## config.mk

```make
export PLATFORM = sky130hd
export DESIGN_NAME = shared_mem_arbiter
export DESIGN_NICKNAME = d
export VERILOG_FILES = /design/src/rtl/shared_mem_arbiter.sv
export SDC_FILE = /design/constraint.sdc
export NUM_CORES = 1
export LEC_CHECK = 0
export CORE_AREA = 4 4 154 156
export CTS_BUF_LIST = sky130_fd_sc_hd__clkbuf_2 sky130_fd_sc_hd__clkbuf_4 sky130_fd_sc_hd__clkbuf_8
export DETAILED_ROUTE_END_ITERATION = 10
export DIE_AREA = 0 0 158 160
export PLACE_DENSITY = 0.59
export SLEW_MARGIN = 25
export SYNTH_ARGS = -nofsm -noshare
export SYNTH_HDL_FRONTEND = slang
export SYNTH_SLANG_ARGS = --single-unit
```

## constraint.sdc

```tcl
create_clock -name clk -period 2.05 [get_ports clk]
set_input_delay 0.5125 -clock clk [delete_from_list [all_inputs] [get_ports clk]]
set_output_delay 0.5125 -clock clk [all_outputs]
set_load 0.005 [all_outputs]
```

## src/rtl/shared_mem_arbiter.sv

```systemverilog
// Round-robin arbiter that serialises node requests onto the single shared memory bank,
// rebasing node-local addresses into the shared window.
module shared_mem_arbiter #(
  parameter int          NUM_REQ     = 4,
  parameter logic [31:0] SHARED_BASE = 32'h0000_4000
) (
  input  logic                   clk,
  input  logic                   reset,
  input  logic [NUM_REQ-1:0]     req_read,
  input  logic [NUM_REQ-1:0]     req_write,
  input  logic [32*NUM_REQ-1:0]  req_address,
  input  logic [32*NUM_REQ-1:0]  req_writedata,
  output logic [31:0]            req_readdata,
  output logic [NUM_REQ-1:0]     req_busywait,
  output logic                   mem_read,
  output logic                   mem_write,
  output logic [31:0]            mem_address,
  output logic [31:0]            mem_writedata,
  input  logic [31:0]            mem_readdata,
  input  logic                   mem_busywait
);

  localparam int GW = (NUM_REQ > 1) ? $clog2(NUM_REQ) : 1;
  localparam logic [GW-1:0] LAST_INIT = GW'(NUM_REQ - 1);

  localparam logic [1:0] IDLE   = 2'd0;
  localparam logic [1:0] ACCESS = 2'd1;
  localparam logic [1:0] DONE   = 2'd2;

  logic [1:0]             state;
  logic [GW-1:0]          grant;
  logic [GW-1:0]          last;
  logic                   op_write;
  logic [31:0]            addr_q;
  logic [31:0]            wdata_q;
  logic [31:0]            rdata;

  logic [NUM_REQ-1:0]     pending;
  logic [2*NUM_REQ-1:0]   dbl;
  logic [NUM_REQ-1:0]     rot;
  logic [GW-1:0]          start;
  logic [GW-1:0]          pick;
  logic                   found;
  int                     s;
  logic [31:0]            sel_addr;
  logic [31:0]            sel_wdata;
  logic                   sel_write;
  logic                   unused_addr_bits;

  assign pending = req_read | req_write;

  // Rotate the request vector so the search always starts just above the last-served node.
  always_comb begin
    start     = (last == LAST_INIT) ? '0 : last + 1'b1;
    dbl       = {pending, pending};
    rot       = NUM_REQ'(dbl >> start);
    found     = 1'b0;
    pick      = '0;
    s         = 0;
    for (int i = 0; i < NUM_REQ; i++) begin
      if (!found && rot[i]) begin
        found = 1'b1;
        s     = int'(start) + i;
        if (s >= NUM_REQ) s = s - NUM_REQ;
        pick  = GW'(s);
      end
    end
    sel_addr  = '0;
    sel_wdata = '0;
    sel_write = 1'b0;
    for (int j = 0; j < NUM_REQ; j++) begin
      if (pick == GW'(j)) begin
        sel_addr  = req_address[32*j +: 32];
        sel_wdata = req_writedata[32*j +: 32];
        sel_write = req_write[j];
      end
    end
  end

  assign unused_addr_bits = ^sel_addr[31:9];

  always_ff @(posedge clk) begin
    if (!reset) begin
      state    <= IDLE;
      grant    <= '0;
      last     <= LAST_INIT;
      op_write <= 1'b0;
      addr_q   <= '0;
      wdata_q  <= '0;
      rdata    <= '0;
    end else begin
      case (state)
        IDLE: begin
          if (found) begin
            grant    <= pick;
            op_write <= sel_write;
            addr_q   <= SHARED_BASE + {23'd0, sel_addr[8:0]};
            wdata_q  <= sel_wdata;
            state    <= ACCESS;
          end
        end
        ACCESS: begin
          if (!mem_busywait) begin
            if (!op_write) rdata <= mem_readdata;
            state <= DONE;
          end
        end
        DONE: begin
          last  <= grant;
          state <= IDLE;
        end
        default: state <= IDLE;
      endcase
    end
  end

  // Only the granted node sees its stall released, and only for the single DONE cycle.
  always_comb begin
    req_busywait = '0;
    for (int i = 0; i < NUM_REQ; i++) begin
      req_busywait[i] = pending[i] & ~((state == DONE) && (grant == GW'(i)));
    end
  end

  assign mem_read      = (state == ACCESS) & ~op_write;
  assign mem_write     = (state == ACCESS) &  op_write;
  assign mem_address   = addr_q;
  assign mem_writedata = wdata_q;
  assign req_readdata  = rdata;

endmodule

```

==> reports/summary.txt, run 1 <==
Run status -> finished, violations left
Failing checks -> negative setup slack
Deepest clock path buffer count -> 2
Slowest CP cell -> or4_4
Count of pins on the block boundary -> 401
Hold Worst Slack -> 466 ps
Kind of start point of the critical path -> primary input
Drt first pass iters -> 5
Number of buffers created by CTS -> 9
Post-route standard cell area excluding fillers -> 8780 sq um
TritonCTS Sinks -> 81
Height of the die -> 160 microns
Max Freq -> 0.484 GHz
Area of the placeable core -> 22400 sq um
Number of global-route vias before repair -> 5429
DR DRC count -> 0
Register share of total power -> 0.381
Hold violation count in the final report -> 0
Source-to-sink clock delay at the later pin of the worst-skew pair -> 380 ps
Switching share of power -> 0.313
Switching Power -> 1.48 mW
Ordered cell list for the critical path -> buf_6, or4_4, buf_6, o2111ai_4, nand2_4, buf_6, bufbuf_16, a211oi_1, o31ai_1
Initial Util -> 0.206
Root buf cell -> clkbuf_8
Data required time at the worst endpoint -> 2310 ps
Min-delay src -> mem_address[2]$_SDFFE_PN0P_
CTS tree -> done
Width of the chip -> 158 microns
Netlist area before placement -> 4610 sq um
Library cell with the largest summed area after synthesis -> dfxtp_1
Count of max-cap constraint violations -> 0
Final min period -> 2070 ps
Clk_skew -> 9.91 ps
Worst min-delay path class -> reg -> reg
Count of fill cells added during filler insertion -> 2261
Family of cells with the greatest summed delay on the critical path -> buffers and inverters
Yosys warning count -> 0
Number of violations reported at the end of detailed-routing iteration 0 -> 353
CP Capture Type -> flip-flop
Gp weighted congestion -> 0.827
Total cell area at the placement stage -> 8010 sq um
Buf/Inv on CP -> 4
Number of failing setup endpoints in the final timing report -> 1
Count of input and output buffers -> 286
Count of placed standard cells in the final layout, fillers left out -> 1160
Cell count after placement -> 1122
Total inserted antenna cells -> 0
Layout cell share with drive strength beyond 1 -> 0.158
Post-CTS clock slew at the launch and capture registers of the worst setup and hold paths -> 90 ps
Post-synthesis sequential element count -> 81
Top cell type's share of synthesized area -> 0.352
Maximum number of pins on one net before global-route repair -> 36
Final critical-path setup slack -> -15.5 ps
Largest cells by area after synthesis -> dfxtp_1 35%, nand2_1 9.0%, mux2i_1 6.9%, a211o_1 5.7%, a21boi_0 5.2%
Critical path arrival -> 2320 ps
Total via count after detailed routing -> 5416
Maximum single-stage delay on the critical path -> 550 ps
Clk network pwr share -> 0.248
Final Cycle Share -> 1.01
Critical path startpoint -> req_write[1]
DR vias/cell -> 4.67
Detailed placer's ending HPWL -> 14.8 mm
Worst r2r src -> last[0]$_SDFFE_PN1P_
Setup CP Type -> in -> reg
Biggest fanout along the worst timing path -> 7
IR Drop Worst-Case VDD -> 0.221 mV
Synth-to-layout area growth -> 90.3%
Power share of the combinational group -> 0.371
Area enclosed by the die boundary -> 25300 sq um
Post-DR wirelength/cell -> 18.7 microns
RSZ-0062 raised after global routing -> yes
Number of different library cells in the post-synthesis netlist -> 39
Cell count after synthesis -> 560
Final antenna-violating net count -> 0
Design internal power -> 3.25 mW
Fin. max-slew vios -> 0
Antenna violations before repair -> 2
Most prevalent standard cell on the critical path -> buf_6
Wire length of the first global-routing pass -> 31.3 mm
Final global-route overflow total -> 0
GRT Util Overall -> 0.160
Power per Cell Area -> 540 nW/um^2
Number of nets at the end of the flow -> 1170
Sequential cell area fraction in the yosys report -> 0.352
Total detailed-routing wirelength -> 21.7 mm
Mean instance size in the synthesized netlist -> 8.24 sq um
Static leakage -> 3.23 nW
Row count -> 55
Maximum level of the CTS H-tree -> 3
==> kinds of logic after synthesis <==
| group | Yosys count | share of synthesized area |
|---|---|---|
| simple gates | 191 | 0.185 |
| buf+inv | 76 | 0.0968 |
| fa+ha+maj | 1 | 0.00271 |
| flops | 81 | 0.352 |
| other cells | 1 | 0.000813 |
| mux | 32 | 0.0694 |
| compound gates | 178 | 0.293 |
==> power by group through the flow <==
stage | Sequential (mW) | Combinational (mW) | Clock, mW
after detailed placement | 1.84 | 1.55 | 0
after CTS | 1.81 | 1.72 | 1.24
after global placement | 1.84 | 1.55 | 0
after floorplan | 1.85 | 0.599 | 0
final | 1.81 | 1.76 | 1.17
after global routing | 1.83 | 1.88 | 1.32
==> synth_stat cells <==
cell type and count:
nor2_1 13, a31o_2 1, a21boi_0 32, o2111ai_2 2, a31oi_1 2, nand2b_1 2, nor3b_1 1, inv_1 3
dfxtp_1 81, o211ai_1 23, nor3_1 2, clkbuf_4 1, clkbuf_2 1, and3_1 22, o41a_1 1, nand2_1 110
nor2b_4 1, ha_1 1, o2111a_1 2, buf_4 25, o22ai_1 2, o21a_1 2, nor2b_1 3, a221oi_1 2
o211ai_2 9, conb_1 1, buf_2 14, nand2_2 1, nand3_1 32, o31ai_1 12, a21oi_1 3, a211oi_1 22
o21ai_0 33, buf_6 6, or4_1 1, a211o_1 30, clkbuf_1 26, mux2i_1 32, or2_2 3
==> layer usage <==
metal	vias to the layer above	global-route usage	share of wire
li1	2618	-	-
met1	2536	0.192	0.41
met2	231	0.281	0.50
met3	29	0.0369	0.076
met4	2	0.0473	0.020
met5	-	0	0.00060
==> sequential cells by signal, summed over array words and instances (netlist names) <==
register and cells:
grant 2, state 2, op_write 1, mem_writedata 32
mem_address 10, req_readdata 32, last 2
==> cell type report <==
type	count	area (sq um)	share of cell area
Multi-Input combinational cell	424	2820	0.321
Timing Repair Buffer	351	3780	0.431
Clock inverter	7	60.1	0.00684
Tap cell	285	357	0.0406
Clock buffer	9	124	0.0141
Sequential cell	81	1620	0.185
Inverter	3	11.3	0.00128
==> layout by cell type (no fill, tap or decap), types with 23 or more instances in the layout <==
master | Yosys | routed
nand2_1 | 110 | 107
dfxtp_1 | 81 | 79
o211ai_1 | 23 | 23
buf_4 | 25 | 30
a211o_1 | 30 | 30
o21ai_0 | 33 | 33
nand3_1 | 32 | 31
a21boi_0 | 32 | 32
mux2i_1 | 32 | 30
clkdlybuf4s50_1 | 0 | 272
==> final timing paths <==
kind / depth (start not counted) / slack, ps / to
setup / recovery: 9 / -20 / mem_address[7]$_SDFFE_PN0P_
hold reg to reg: 2 / 470 / mem_address[2]$_SDFFE_PN0P_
setup reg to reg: 10 / 60 / mem_address[7]$_SDFFE_PN0P_
hold / removal: 2 / 470 / mem_address[2]$_SDFFE_PN0P_
==> timing repair <==
item | in CTS | in global routing
hold buffers | 0 | 0
pin swaps | 16 | 11
gates cloned | 9 | 3
endpoints found under the setup margin | 52 | 26
resized for setup | 68 | 25
hold endpoints to repair | 0 | 0
buffers inserted | 12 | 0
==> metrics by stage <==
stage | worst slack (ps) | setup TNS, ps | util | total power [mW]
after floorplan | -113 | -4360 | - | 2.45
after global placement | -732 | -30310 | 0.358 | 3.39
after detailed placement | -739 | -31210 | 0.358 | 3.39
after CTS | 0.153 | 0 | 0.387 | 4.77
after global routing | -48.1 | -126 | 0.393 | 5.03
final | -15.5 | -15.5 | 0.393 | 4.74
==> worst reg2reg max path, delay by kind of cell, from the launching register on <==
| kind | cells | cell delay, ps |
|---|---|---|
| adders and majority gates | 1 | 160 |
| DFF | 1 | 350 |
| AOI/OAI and AO/OA | 4 | 630 |
| buffers and inverters | 4 | 570 |
| and+or+nand+nor | 1 | 160 |
Note: power is estimated with default switching activity, not from simulation.
==> run 2: changes to the inputs <==
- CORE_AREA: 4 4 154 156 -> 4 4 155 157
- DIE_AREA: 0 0 158 160 -> 0 0 159 161
- GPL_TIMING_DRIVEN: unset -> 0
- PLACE_DENSITY: 0.59 -> 0.56
- clock period: 2.05 -> 2.2 ns (I/O delays scaled with it)
==> reports/summary.txt, run 2 (synthesis results as in run 1) <==
Area used by multi-input combinational logic -> 2750 sq um
Met1 demand-to-capacity share in global routing -> 0.174
Setup CP Type -> in -> reg
GR Util met3 -> 0.0480
Fin. max-slew vios -> 0
Detailed placer's ending HPWL -> 15.8 mm
Slowest CP cell -> or4_4
Hold Worst Slack -> 457 ps
Area enclosed by the die boundary -> 25600 sq um
Total via count after detailed routing -> 5260
Initial Util -> 0.205
Grt peak-use layer -> met2
Final min period -> 2140 ps
Hold violation count in the final report -> 0
Root buf cell -> clkbuf_8
Count of fill cells added during filler insertion -> 2351
Wire length of the first global-routing pass -> 30.6 mm
Post-Place Setup Slack -> -1040 ps
Static leakage -> 3.14 nW
Worst r2r src -> last[0]$_SDFFE_PN1P_
CTS tree -> done
Ordered cell list for the critical path -> buf_2, or4_4, o41a_1, buf_6, nor2b_4, buf_12, buf_6, buf_8, nand2_1, o211ai_1
Final critical-path setup slack -> 60.2 ps
Run status -> completed
Slew at the pin with the worst max-slew slack -> 553 ps
Power per Cell Area -> 518 nW/um^2
Post-CTS Hold Fix Bufs -> 0
Worst min-delay path class -> reg -> reg
Kind of start point of the critical path -> primary input
Count of input and output buffers -> 286
DR vias/cell -> 4.46
Source-to-sink clock delay at the later pin of the worst-skew pair -> 370 ps
Clk_skew -> 13.4 ps
DR DRC count -> 0
Leading cell types in the layout, fill and taps excluded -> 273 x clkdlybuf4s50_1, 108 x nand2_1, 80 x dfxtp_1
Gp weighted congestion -> 0.801
Most common cell after layout, fill and taps aside -> clkdlybuf4s50_1
Synth-to-layout area growth -> 84.4%
Maximum number of pins on one net before global-route repair -> 16
Number of violations reported at the end of detailed-routing iteration 0 -> 230
Final antenna-violating net count -> 0
Buf/Inv on CP -> 5
IR Drop Worst-Case VDD -> 0.216 mV
Number of nets at the end of the flow -> 1188
Family of cells with the greatest summed delay on the critical path -> simple AND/OR/NAND/NOR gates
Maximum level of the CTS H-tree -> 3
Deepest clock path buffer count -> 2
GRT Util Overall -> 0.150
Total cell area at the placement stage -> 7910 sq um
Worst-case headroom to the max-slew limit -> 0.629
RSZ-0062 raised after global routing -> no
Critical path arrival -> 2430 ps
Count of pins on the block boundary -> 401
Met2 routing resource usage after global routing -> 0.269
Width of the chip -> 159 microns
TritonCTS Sinks -> 81
Critical path startpoint -> req_read[1]
Setup_tns -> 0 ps
Height of the die -> 161 microns
Biggest fanout along the worst timing path -> 7
Antenna violations before repair -> 3
Post-route standard cell area excluding fillers -> 8500 sq um
Final Cycle Share -> 0.973
Row count -> 55
Number of buffers created by CTS -> 9
Most prevalent standard cell on the critical path -> buf_6
Number of failing setup endpoints in the final timing report -> 0
Final global-route overflow total -> 0
Max Freq -> 0.467 GHz
Area of the placeable core -> 22500 sq um
CP Capture Type -> flip-flop
Maximum single-stage delay on the critical path -> 590 ps
Post-CTS clock slew at the launch and capture registers of the worst setup and hold paths -> 100 ps
Number of global-route vias before repair -> 5354
Final Power -> 4.40 mW
Layout cell share with drive strength beyond 1 -> 0.138
Count of max-cap constraint violations -> 0
Post-DR wirelength/cell -> 17.2 microns
Data required time at the worst endpoint -> 2490 ps
Min-delay src -> mem_address[6]$_SDFFE_PN0P_
Drt first pass iters -> 5
Total detailed-routing wirelength -> 20.3 mm
Reg area -> 1630 sq um
-- run 2: cell types whose count changed in the layout (fill, tap and decap cells not counted), moves of 7 or more --
| cell | change |
|---|---|
| a211oi_1 | +10 |
| a211oi_2 | -9 |
| buf_12 | -13 |
| buf_2 | +7 |
| clkbuf_1 | +12 |
| clkbuf_2 | +11 |
-- run 2: through the flow --
stage	utilization	std cells
global placement	0.352	1152
detailed placement	0.352	1152
CTS	0.376	1176
floorplan	-	581
global route	0.378	1179
finish	0.378	1179
-- run 2: worst paths after layout --
path / end / slack (ps) / cells after the start
worst max-delay path: mem_writedata[28]$_SDFFE_PN0P_ / 60 / 10
worst min-delay path: mem_address[6]$_SDFFE_PN0P_ / 460 / 2
worst max register to register: mem_writedata[19]$_SDFFE_PN0P_ / 100 / 8
worst min register to register: mem_address[6]$_SDFFE_PN0P_ / 460 / 2
-- run 2: layout make-up --
type                    instances  share of cell area
inverters                       3             0.00132
repair buffers                298               0.356
plain buffers                  71              0.0618
diodes                          1            0.000294
well taps                     285              0.0419
multi-input cells             424               0.323
clock inverters                 6             0.00883
flip-flops and latches         81               0.191
clock buffers                  10              0.0154
-- run 2: worst min-delay path, stage by stage, from the launching register on --
cell and delay (ps):
dfxtp_1 340, nand2_1 50, o31ai_1 50
-- run 2: what timing repair did --
item | 4_1_cts | 5_1_grt
pin swaps | 10 | 4
gates cloned | 2 | 1
setup buffers | 8 | 2
resized for setup | 82 | 15
endpoints found under the setup margin | 48 | 35
-- run 2: metal layers --
metal  wire length (microns)  up-vias  share of wire
li1                        -     2648              -
met1                    8400     2413           0.41
met2                   10300      177           0.51
met3                    1400       20          0.069
met4                     219        2          0.011
met5                      11        -        0.00054
-- run 2: where the power goes --
group	internal, mW	switching [mW]
combinational	0.909	0.597
clock	0.555	0.656
sequential	1.61	0.0784
==> run 3: changes to the inputs <==
- CELL_PAD_IN_SITES_DETAIL_PLACEMENT: unset -> 1
- CELL_PAD_IN_SITES_GLOBAL_PLACEMENT: unset -> 2
- CORE_AREA: 4 4 155 157 -> unset
- CORE_ASPECT_RATIO: unset -> 0.8
- CORE_MARGIN: unset -> 4
- CORE_UTILIZATION: unset -> 16
- DIE_AREA: 0 0 159 161 -> unset
- PLACE_DENSITY: 0.56 -> 0.83
==> reports/summary.txt, run 3 (synthesis results as in run 1) <==
Count of pins on the block boundary -> 401
Data required time at the worst endpoint -> 2470 ps
Worst r2r src -> last[0]$_SDFFE_PN1P_
Power per Cell Area -> 501 nW/um^2
Hold violation count in the final report -> 0
Post-CTS clock slew at the launch and capture registers of the worst setup and hold paths -> 90 ps
TritonCTS Sinks -> 81
DR vias/cell -> 4.29
WL met2 -> 12.0 mm
Met3 WL -> 1.84 mm
Fin. max-slew vios -> 0
Source-to-sink clock delay at the later pin of the worst-skew pair -> 390 ps
Final antenna-violating net count -> 0
Number of failing setup endpoints in the final timing report -> 0
Kind of start point of the critical path -> primary input
Run status -> completed
Max Freq -> 0.456 GHz
Number of global-route vias before repair -> 5880
Critical path arrival -> 2460 ps
Total detailed-routing wirelength -> 24.1 mm
Detailed placer's ending HPWL -> 18.3 mm
Final min period -> 2190 ps
Min-delay src -> mem_address[7]$_SDFFE_PN0P_
Leading cell types in the layout, fill and taps excluded -> 272 x clkdlybuf4s50_1, 107 x nand2_1, 80 x dfxtp_1
Number of nets at the end of the flow -> 1204
Worst min-delay path class -> reg -> reg
Number of buffers created by CTS -> 9
Count of input and output buffers -> 286
Synth-to-layout area growth -> 93.3%
Gp weighted congestion -> 0.750
Setup_tns -> 0 ps
Row count -> 55
Area of the placeable core -> 28400 sq um
Width of the chip -> 198 microns
Maximum level of the CTS H-tree -> 3
Antenna violations before repair -> 1
Initial Util -> 0.163
IR Drop Worst-Case VDD -> 0.218 mV
Height of the die -> 160 microns
Post-DR wirelength/cell -> 18.8 microns
Root buf cell -> clkbuf_8
Final global-route overflow total -> 0
RSZ-0062 raised after global routing -> no
Slew at the pin with the worst max-slew slack -> 539 ps
Final core utilization -> 0.315
Total via count after detailed routing -> 5484
Drt first pass iters -> 4
Wire length of the first global-routing pass -> 35.4 mm
Critical path startpoint -> req_read[3]
GRT Util Overall -> 0.146
Setup CP Type -> in -> reg
Met1 WL -> 9.98 mm
Layout cell share with drive strength beyond 1 -> 0.164
Uppermost signal routing layer after detailed routing -> met5
Post-Place Setup Slack -> -1200 ps
Count of max-cap constraint violations -> 0
Final Cycle Share -> 0.996
Biggest fanout along the worst timing path -> 6
Deepest clock path buffer count -> 2
Total inserted antenna cells -> 0
CP Capture Type -> flip-flop
CTS tree -> done
Post-CTS Hold Fix Bufs -> 0
Area enclosed by the die boundary -> 31600 sq um
Maximum number of pins on one net before global-route repair -> 16
Clk_skew -> 16.0 ps
DR DRC count -> 0
Number of violations reported at the end of detailed-routing iteration 0 -> 121
Most common cell after layout, fill and taps aside -> clkdlybuf4s50_1
Final critical-path setup slack -> 9.18 ps
Static leakage -> 3.29 nW
Worst-case headroom to the max-slew limit -> 0.638
## run 3: report_power, final
part | total, mW | internal, mW | switching [mW]
Clock | 1.15 | 0.457 | 0.696
Sequential | 1.68 | 1.61 | 0.0780
Combinational | 1.63 | 0.971 | 0.660
Total | 4.47 | 3.03 | 1.43
## run 3: worst max-delay path, stage by stage
cell	delay [ps]
clkdlybuf4s15_2	190
or4_4	550
o41a_1	340
buf_6	140
buf_4	150
nand2_8	100
buf_8	130
buf_6	120
a211o_1	100
o211ai_2	70
## run 3: worst paths after layout
path                                                    end  slack (ps)  cells past startpoint
worst max register to register  mem_address[8]$_SDFFE_PN0P_          80                      7
worst min-delay path            mem_address[7]$_SDFFE_PN0P_         460                      2
worst min register to register  mem_address[7]$_SDFFE_PN0P_         460                      2
worst max-delay path            mem_address[3]$_SDFFE_PN0P_           9                     10
## run 3: cell type report
cell class,instances,area [sq um]
fill,3342,19400
timing repair buffer,314,3190
multi-input combinational,424,2830
sequential,81,1620
buffer,71,621
tap,370,463
clock buffer,10,138
clock inverter,6,48.8
inverter,3,11.3
## run 3: per-stage QoR
step	instance area [sq um]	std cells	hold WS, ps	power (mW)
floorplan	4690	581	447	2.27
global placement	8020	1237	433	3.12
detailed placement	8020	1237	438	3.15
CTS	8810	1274	461	4.54
global route	8920	1279	483	4.73
finish	8920	1279	458	4.47
## run 3: layer usage
metal,global-route usage,vias to the layer above
li1,-,2675
met1,0.173,2617
met2,0.258,174
met3,0.0489,16
met4,0.0272,2
met5,0,-
## run 3: what timing repair did
action	4_1_cts	5_1_grt
cloned	6	0
setup buffers	18	6
setup endpoints to repair	49	47
pin swaps	3	6
gates resized for setup	112	22
